**config.mk**
```make
export PLATFORM = sky130hd
export DESIGN_NAME = exec_commit_stage
export DESIGN_NICKNAME = d
export VERILOG_FILES = /design/src/rtl/simple_pkg.sv /design/src/rtl/branch_cond_eval.sv /design/src/rtl/exec_commit_stage.sv
export SDC_FILE = /design/constraint.sdc
export NUM_CORES = 1
export LEC_CHECK = 0
export CAP_MARGIN = 20
export CORE_MARGIN = 4
export CORE_UTILIZATION = 38
export CTS_CLUSTER_SIZE = 30
export DETAILED_ROUTE_END_ITERATION = 8
export PLACE_DENSITY = 0.79
export SYNTH_ARGS = -nofsm -noshare
export SYNTH_HDL_FRONTEND = slang
export SYNTH_SLANG_ARGS = --single-unit
```
**constraint.sdc**
```tcl
create_clock -name clk -period 2 [get_ports clk]
set_input_delay 0.4 -clock clk [delete_from_list [all_inputs] [get_ports clk]]
set_output_delay 0.4 -clock clk [all_outputs]
set_load 0.02 [all_outputs]
```
**src/rtl/simple_pkg.sv**
```systemverilog
// Shared execute-datapath encodings: ALU/shifter opcodes, branch condition codes
// and the flag-commit rule, reused by the ALU, shifter and commit stage.
package simple_pkg;

  typedef enum logic [3:0] {
    OP_ADD = 4'b0000,
    OP_SUB = 4'b0001,
    OP_AND = 4'b0010,
    OP_OR  = 4'b0011,
    OP_XOR = 4'b0100,
    OP_CMP = 4'b0101,
    OP_MOV = 4'b0110,
    OP_NOT = 4'b0111,
    OP_SLL = 4'b1000,
    OP_SRL = 4'b1001,
    OP_SRA = 4'b1010,
    OP_ROR = 4'b1011
  } alu_op_e;

  typedef enum logic [2:0] {
    BR_BE   = 3'b000,
    BR_BLT  = 3'b001,
    BR_BLE  = 3'b010,
    BR_BNE  = 3'b011,
    BR_B    = 3'b100,
    BR_RSV5 = 3'b101,
    BR_RSV6 = 3'b110,
    BR_RSV7 = 3'b111
  } br_cond_e;

  localparam int FLAG_S = 3;
  localparam int FLAG_Z = 2;
  localparam int FLAG_C = 1;
  localparam int FLAG_V = 0;

  function automatic logic op_sets_flags(input logic [3:0] op);
    case (op)
      OP_ADD, OP_SUB, OP_AND, OP_OR, OP_XOR, OP_CMP,
      OP_SLL, OP_SRL, OP_SRA, OP_ROR: return 1'b1;
      default:                        return 1'b0;
    endcase
  endfunction

  function automatic logic op_keeps_v(input logic [3:0] op);
    case (op)
      OP_ADD, OP_SUB, OP_CMP: return 1'b1;
      default:                return 1'b0;
    endcase
  endfunction

  // Carry is never architecturally committed; overflow only survives arithmetic ops.
  function automatic logic [3:0] commit_flags(input logic [3:0] szcv, input logic [3:0] op);
    return {szcv[FLAG_S], szcv[FLAG_Z], 1'b0, op_keeps_v(op) & szcv[FLAG_V]};
  endfunction

endpackage

```
**src/rtl/branch_cond_eval.sv**
```systemverilog
// Combinational branch condition evaluation against committed {S,Z,C,V} flags.
module branch_cond_eval
  import simple_pkg::*;
(
  input  logic [3:0] flags,
  input  logic [2:0] cond,
  output logic       taken
);

  logic w_s;
  logic w_z;
  logic w_v;
  logic w_lt;
  logic w_unused_c;

  assign w_s        = flags[FLAG_S];
  assign w_z        = flags[FLAG_Z];
  assign w_v        = flags[FLAG_V];
  assign w_lt       = w_s ^ w_v;
  assign w_unused_c = flags[FLAG_C];

  always_comb begin
    taken = 1'b0;
    case (cond)
      BR_BE:   taken = w_z;
      BR_BLT:  taken = w_lt;
      BR_BLE:  taken = w_z | w_lt;
      BR_BNE:  taken = ~w_z;
      BR_B:    taken = 1'b1;
      default: taken = 1'b0;
    endcase
  end

endmodule

```
**src/rtl/exec_commit_stage.sv**
```systemverilog
// Execute/commit stage: single-entry writeback register, committed flags and
// a one-cycle branch redirect evaluated against the flags already committed.
module exec_commit_stage
  import simple_pkg::*;
#(
  parameter int DATA_W = 16,
  parameter int REG_W  = 3
) (
  input  logic              clk,
  input  logic              rst,
  input  logic              in_valid,
  output logic              in_ready,
  input  logic [DATA_W-1:0] alu_res,
  input  logic [3:0]        alu_szcv,
  input  logic [3:0]        alu_op,
  input  logic              wb_en,
  input  logic [REG_W-1:0]  wb_dst,
  input  logic              br_en,
  input  logic [2:0]        br_cond,
  input  logic [DATA_W-1:0] br_target,
  input  logic              flush,
  output logic              out_valid,
  input  logic              out_ready,
  output logic [DATA_W-1:0] out_res,
  output logic              out_wb_en,
  output logic [REG_W-1:0]  out_wb_dst,
  output logic [3:0]        flags,
  output logic              br_taken,
  output logic [DATA_W-1:0] br_addr
);

  logic              r_out_valid;
  logic [DATA_W-1:0] r_out_res;
  logic              r_out_wb_en;
  logic [REG_W-1:0]  r_out_wb_dst;
  logic [3:0]        r_flags;
  logic              r_br_taken;
  logic [DATA_W-1:0] r_br_addr;

  logic w_accept;
  logic w_load;
  logic w_branch;
  logic w_cond_taken;
  logic w_redirect;

  assign in_ready   = (~r_out_valid | out_ready) & ~flush;
  assign w_accept   = in_valid & in_ready;
  assign w_load     = w_accept & ~br_en;
  assign w_branch   = w_accept & br_en;
  assign w_redirect = w_branch & w_cond_taken;

  // Branches see the registered flags, so a flag-setter one cycle earlier is already visible.
  branch_cond_eval u_cond (
    .flags (r_flags),
    .cond  (br_cond),
    .taken (w_cond_taken)
  );

  always_ff @(posedge clk or posedge rst) begin
    if (rst) begin
      r_out_valid  <= 1'b0;
      r_out_res    <= '0;
      r_out_wb_en  <= 1'b0;
      r_out_wb_dst <= '0;
    end else if (w_load) begin
      r_out_valid  <= 1'b1;
      r_out_res    <= alu_res;
      r_out_wb_en  <= wb_en;
      r_out_wb_dst <= wb_dst;
    end else if (flush | out_ready) begin
      r_out_valid  <= 1'b0;
    end
  end

  always_ff @(posedge clk or posedge rst) begin
    if (rst) begin
      r_flags <= 4'b0000;
    end else if (w_load && op_sets_flags(alu_op)) begin
      r_flags <= commit_flags(alu_szcv, alu_op);
    end
  end

  always_ff @(posedge clk or posedge rst) begin
    if (rst) begin
      r_br_taken <= 1'b0;
      r_br_addr  <= '0;
    end else begin
      r_br_taken <= w_redirect;
      if (w_redirect) begin
        r_br_addr <= br_target;
      end
    end
  end

  assign out_valid  = r_out_valid;
  assign out_res    = r_out_res;
  assign out_wb_en  = r_out_wb_en;
  assign out_wb_dst = r_out_wb_dst;
  assign flags      = r_flags;
  assign br_taken   = r_br_taken;
  assign br_addr    = r_br_addr;

endmodule

```
# After elaboration in Yosys (flattened, before gate mapping)
# Memories as Yosys holds them, arrays and structs flattened.
# Index checks and enable logic that the tools add are counted.
# W data, S select, Z words.
[word_totals]
n_memories = 1
out_inout_bits = 43
ramBits = 0
in_bits = 53
latchBits = 0
register_bits = 41
mem_bits_ro = 16
[op_classes]
add_sub_neg = 0
n_shift = 0
n_mux = 5
multipliers = 0
n_reduce_logical = 5
n_lt_le_gt_ge = 0
div_mod_pow = 0
bitwise_logic = 14
n_eq_ne = 6
[memory_table]
columns = ["name", "depth", "width", "rd", "rd_clocked_by_memory_dff", "wr", "line_no", "source"]
rows = [
  ["(name not given)", 16, 1, 1, 0, 0, "simple_pkg.sv:37", "case (op)"],
]
[op_table]
columns = ["op", "n"]
rows = [
  ["$and A1 B1 Y1", 6],
  ["$eq A3 B2 Y1 const B", 2],
  ["$pmux W1 S5", 1],
  ["$eq A4 B1 Y1 const B", 1],
  ["$eq A4 B3 Y1 const B", 1],
  ["$logic_not A4 Y1", 1],
  ["$mux W1", 4],
  ["$not A1 Y1", 4],
  ["$eq A3 B1 Y1 const B", 1],
  ["$eq A3 B3 Y1 const B", 1],
  ["$logic_not A3 Y1", 1],
  ["$or A1 B1 Y1", 3],
  ["$reduce_or A3 Y1", 1],
  ["$reduce_bool A2 Y1", 1],
  ["$logic_and A1 B1 Y1", 1],
  ["$xor A1 B1 Y1", 1],
]

# Depth between registers and ports, before layout
[logic_depth]
ltp_word = 8
depth_mapped = 6
mapped_depth_nobuf = 4

# By module
# A second synthesis with hierarchy kept.
[unflattened]
hier_cells = 107
hier_area_um2 = 1664.1
[by_module_without_submodules]
columns = ["module", "cells_each", "instances", "area_each_um2", "seq_area_each_um2"]
rows = [
  ["exec_commit_stage", 99, 1, 1610.3, 1026.0],
  ["branch_cond_eval", 8, 1, 53.8, 0.0],
]

# Worst setup path after synthesis
# Ideal clock, no wire load.
[synth_timing]
path_kind = "register to register"
start = "register r_out_valid (netlist: out_valid)"
end = "register r_br_addr[0] (netlist: br_addr[0])"
period_less_slack_ps = 1672
arrival_time_ps = 1547
slack_ps = 328
setup_time_ps = 125
stages_incl_launch_ff = 7
path_cell_list = "dfrtp_1 nor2b_4 and4b_1 o311a_1 buf_6 buf_12 mux2_4"
[synth_between]
elab_chain_len = 6
[synth_lines]
columns = ["element", "line_no", "source"]
rows = [
  ["start: declaration", "exec_commit_stage.sv:32", "logic r_out_valid;"],
  ["start signal: assignment", "exec_commit_stage.sv:61", "r_out_valid <= 1'b0;"],
  ["start signal: assignment", "exec_commit_stage.sv:66", "r_out_valid <= 1'b1;"],
  ["start signal: assignment", "exec_commit_stage.sv:71", "r_out_valid <= 1'b0;"],
  ["$not A1 Y1", "exec_commit_stage.sv:46", "assign in_ready = (~r_out_valid | out_ready) & ~flush;"],
  ["$or A1 B1 Y1", "exec_commit_stage.sv:46", ""],
  ["$and A1 B1 Y1", "exec_commit_stage.sv:46", ""],
  ["$and A1 B1 Y1", "exec_commit_stage.sv:47", "assign w_accept = in_valid & in_ready;"],
  ["$and A1 B1 Y1", "exec_commit_stage.sv:49", "assign w_branch = w_accept & br_en;"],
  ["$and A1 B1 Y1", "exec_commit_stage.sv:50", "assign w_redirect = w_branch & w_cond_taken;"],
  ["net w_redirect", "exec_commit_stage.sv:44", "logic w_redirect;"],
  ["end signal: assignment", "exec_commit_stage.sv:90", "r_br_addr <= br_target;"],
  ["end: declaration", "exec_commit_stage.sv:38", "logic [DATA_W-1:0] r_br_addr;"],
]
# The timed path passes the listed nets, and every way through them passes these cells.
# A chain may end at the register's enable or synchronous reset.

# Worst setup path in the final report
[layout_timing]
start = "input br_cond[0]"
end = "register r_br_addr[13] (netlist: br_addr[13])"
[layout_between]
elab_chain_len = 3
[layout_lines]
columns = ["element", "line_no", "source"]
rows = [
  ["start: declaration", "exec_commit_stage.sv:19", "input logic [2:0] br_cond,"],
  ["$eq A3 B3 Y1, or another cell as far along", "branch_cond_eval.sv:24", "case (cond)"],
  ["$pmux W1 S5 *", "branch_cond_eval.sv:24", ""],
  ["$and A1 B1 Y1 *", "exec_commit_stage.sv:50", ""],
]
# Every way passes the cells marked *; elsewhere a longest branch is shown, timed or not.

==> impl_results.md <==
* Final non-filler cell total at 264
* CORE AREA at 0.004324 mm^2
* Die Span X at 74.77 um
* Port-buffer cells at 93
* Tot Pwr at 2.724 mW
* Period utilisation layout at 91.84%
* Cell family with most CP delay: buffers and inverters
* Clock group share of total power at 18.7%
* Largest stage delay, worst path at 0.47 ns
* Drt pass-1 iters at 3
* Tot GR Track Use at 15.21%
* Residual DRC at 0
* Initial antenna violation count at 0
* Global Route met3 Usage at 2.804%
* Root buffer cell: clkbuf_8
* Post-Syn Area at 0.001694 mm^2
* DR WL/cell at 16.21 um
* Post-synthesis register bit count at 41
* Syn_nets at 161
* Hold Vio Cnt, Final at 0
* Initial Util at 39.18%
* Max Root-Sink Buffers at 2
* Part of the power in registers at 41.7%
* Data required, critical path at 2.16 ns
* Placement-stage cell area at 0.002739 mm^2
* Drt total wl at 4280 um
* CTS sink count at 41
* Post-synth top flop: dfrtp_1
* CP Data Arrival Time at 2.00 ns
* Final Skew at 0.002336 ns
* Fill count at 340
* Io pins at 96
* Layout area overhead at 66.69%
* GRT busiest layer: met2
* Post-synthesis sequential area ratio at 60.56%
* Total congestion overflow at 0
* H-tree Lvls at 2
* Switching share of power at 30.91%
* Postcts setup bufs at 0
* Clock Latency Late Sink at 0.28 ns
* Fraction of layout cells with a size suffix above 1 at 25.94%
* Reg2reg end: br_addr[13]
* Synth Warn # at 0
* GP Congestion at 0.7336
* Number of synthesized flops with an enable pin at 0
* CP startpoint kind: primary input
* Leak at 1.192 nW
* Vias per inst at 4.636
* Via count of the routed design at 1,224
* Crit end category: flip-flop
* Final count of negative-setup-slack endpoints at 0
* Gate power share at 39.5%
* Die footprint at 0.005591 mm^2
* Shortest period the worst path allows at 1.837 ns
* Peak supply drop at 0.6404 mV
* Synth area leader: dfrtp_1
* CP cell instances: clkdlybuf4s50_1, o21ai_0, and4b_1, o311a_1, buf_12, mux2_2
* R2R Setup Slk at 0.37 ns
* Peak Freq at 0.5444 GHz
* CP Capture Point: br_addr[13]
* RSZ-0062 raised after global routing: false
* Final Instance Area at 0.002824 mm^2
* Slew Viols, Final at 0
* Final core utilization at 65.31%
* Worst R2R Start: out_valid
* ANT nets after route at 0
* Most frequent cells in the layout: clkdlybuf4s50_1, dfrtp_1, mux2_2
* Yosys cell types at 22
* CTS clk-pin slew, worst paths at 0.08 ns
* Most common cell after layout, fill and taps aside: clkdlybuf4s50_1
* Slowest CP cell: clkdlybuf4s50_1
* Post-synth top area share at 60.56%
* Switching Power at 0.8420 mW
* Cell Pwr Density at 964.6 mW/mm^2
* Final HPWL DP at 3547 um
* Worst r2r path cells at 5
* Syn Inst Count at 108
* CP Class: in2reg
* First-pass GRT wire length at 6423 um
* Pin count of the biggest net entering global routing at 23
* Max-cap violations at 0
* Largest cells by area after synthesis: dfrtp_1, mux2_2, mux2_4, o21ai_0, nor4b_4
* M1 GR Usage at 16.67%
* Row Count at 24
* Synthesized area per cell at 15.69 um^2
* Int Power at 1.882 mW
* Placed cells at 256
* Status: completed
* Number of global-route vias before repair at 1,338
* Final #Nets at 264
* DR iter-0 viols at 19
* Cell count along the critical path at 6
* Worst hold path class: in2async
* Met2 Track Usage GR at 29.95%
* Die Y-Extent at 74.77 um
* Crit path max fanout at 17
* Cts bufs inserted at 5
* ANT cells at 0
* WP buf/inv at 2
* Crit. Startpoint: br_cond[0]
* CTS tree: built
* Asr flop ratio synth at 100.0%
-- cells by family after synthesis --
family                    after synthesis  synth area share (%)
AOI/OAI and AO/OA                       7                 2.511
buffers and inverters                   9                 3.767
xor gates and xnor gates                2                 1.034
and+or+nand+nor                        11                 5.318
other                                   1                0.2214
muxes                                  37                 26.59
DFF                                    41                 60.56
-- flip-flops by register name (all words and copies together), names as in the netlist --
register	flops
out_wb_en	1
flags	3
out_res	16
br_taken	1
out_valid	1
out_wb_dst	3
br_addr	16
-- stage by stage --
| step | hold WS, ns | setup TNS [ns] | worst slack, ns |
|---|---|---|---|
| after floorplan | 0.5385 | 0 | 0.3279 |
| after global placement | 0.4885 | -1.358 | -0.1010 |
| after detailed placement | 0.4947 | -1.457 | -0.1171 |
| after CTS | 0.4625 | 0 | 0.1700 |
| after global routing | 0.4970 | 0 | 0.08277 |
| final | 0.4649 | 0 | 0.1631 |
-- worst reg2reg max path, cell delays in order, from the launching register on --
cell and delay (ns):
dfrtp_1 0.38, nor2b_4 0.14, and4b_1 0.24, o311a_1 0.22
buf_12 0.18, mux2_2 0.35
-- repair_timing --
action | CTS | global route
gates resized for setup | 1 | 0
endpoints found under the setup margin | 1 | 0
hold buffers | 0 | 0
-- final cells by class --
cell class,count,area [um^2],share of cell area [%]
Clock buffer,5,68.82,2.437
Inverter,4,15.01,0.5317
Tap cell,52,65.06,2.304
Timing Repair Buffer,101,1027,36.38
Clock inverter,3,17.52,0.6203
Multi-Input combinational cell,58,604.3,21.40
Sequential cell,41,1026,36.33
-- synthesized netlist by cell type (all sizes together) (2+ instances only) --
master and n:
dfrtp 41, mux2 37, buf 5, o21ai 5
inv 4, nand3 2, nor2 2, nor2b 2
xnor2 2
-- power by group through the flow --
stage / Sequential, mW / Clock, mW / Combinational, mW
after floorplan: 1.38 / 0 / 0.261
after global placement: 1.14 / 0 / 1.07
after detailed placement: 1.15 / 0 / 1.10
after CTS: 1.14 / 0.535 / 1.10
after global routing: 1.16 / 0.574 / 1.14
final: 1.14 / 0.510 / 1.08
-- how the worst min path moves through the flow --
stage,cells after the start,start,to,slack (ns)
floorplan,2,alu_szcv[0],flags[0],0.54
global placement,1,out_res[6],out_res[6],0.49
detailed placement,1,br_addr[1],br_addr[1],0.49
CTS,3,rst,br_addr[4],0.46
global route,3,rst,br_addr[4],0.50
finish,3,rst,br_addr[4],0.46
-- metal layers --
layer  share of wire (%)  vias up
li1                    -      581
met1                  36      602
met2                  58       36
met3                 4.8        5
met4                 1.1        0
met5                   0        -
Note: power is estimated with default switching activity, not from simulation.
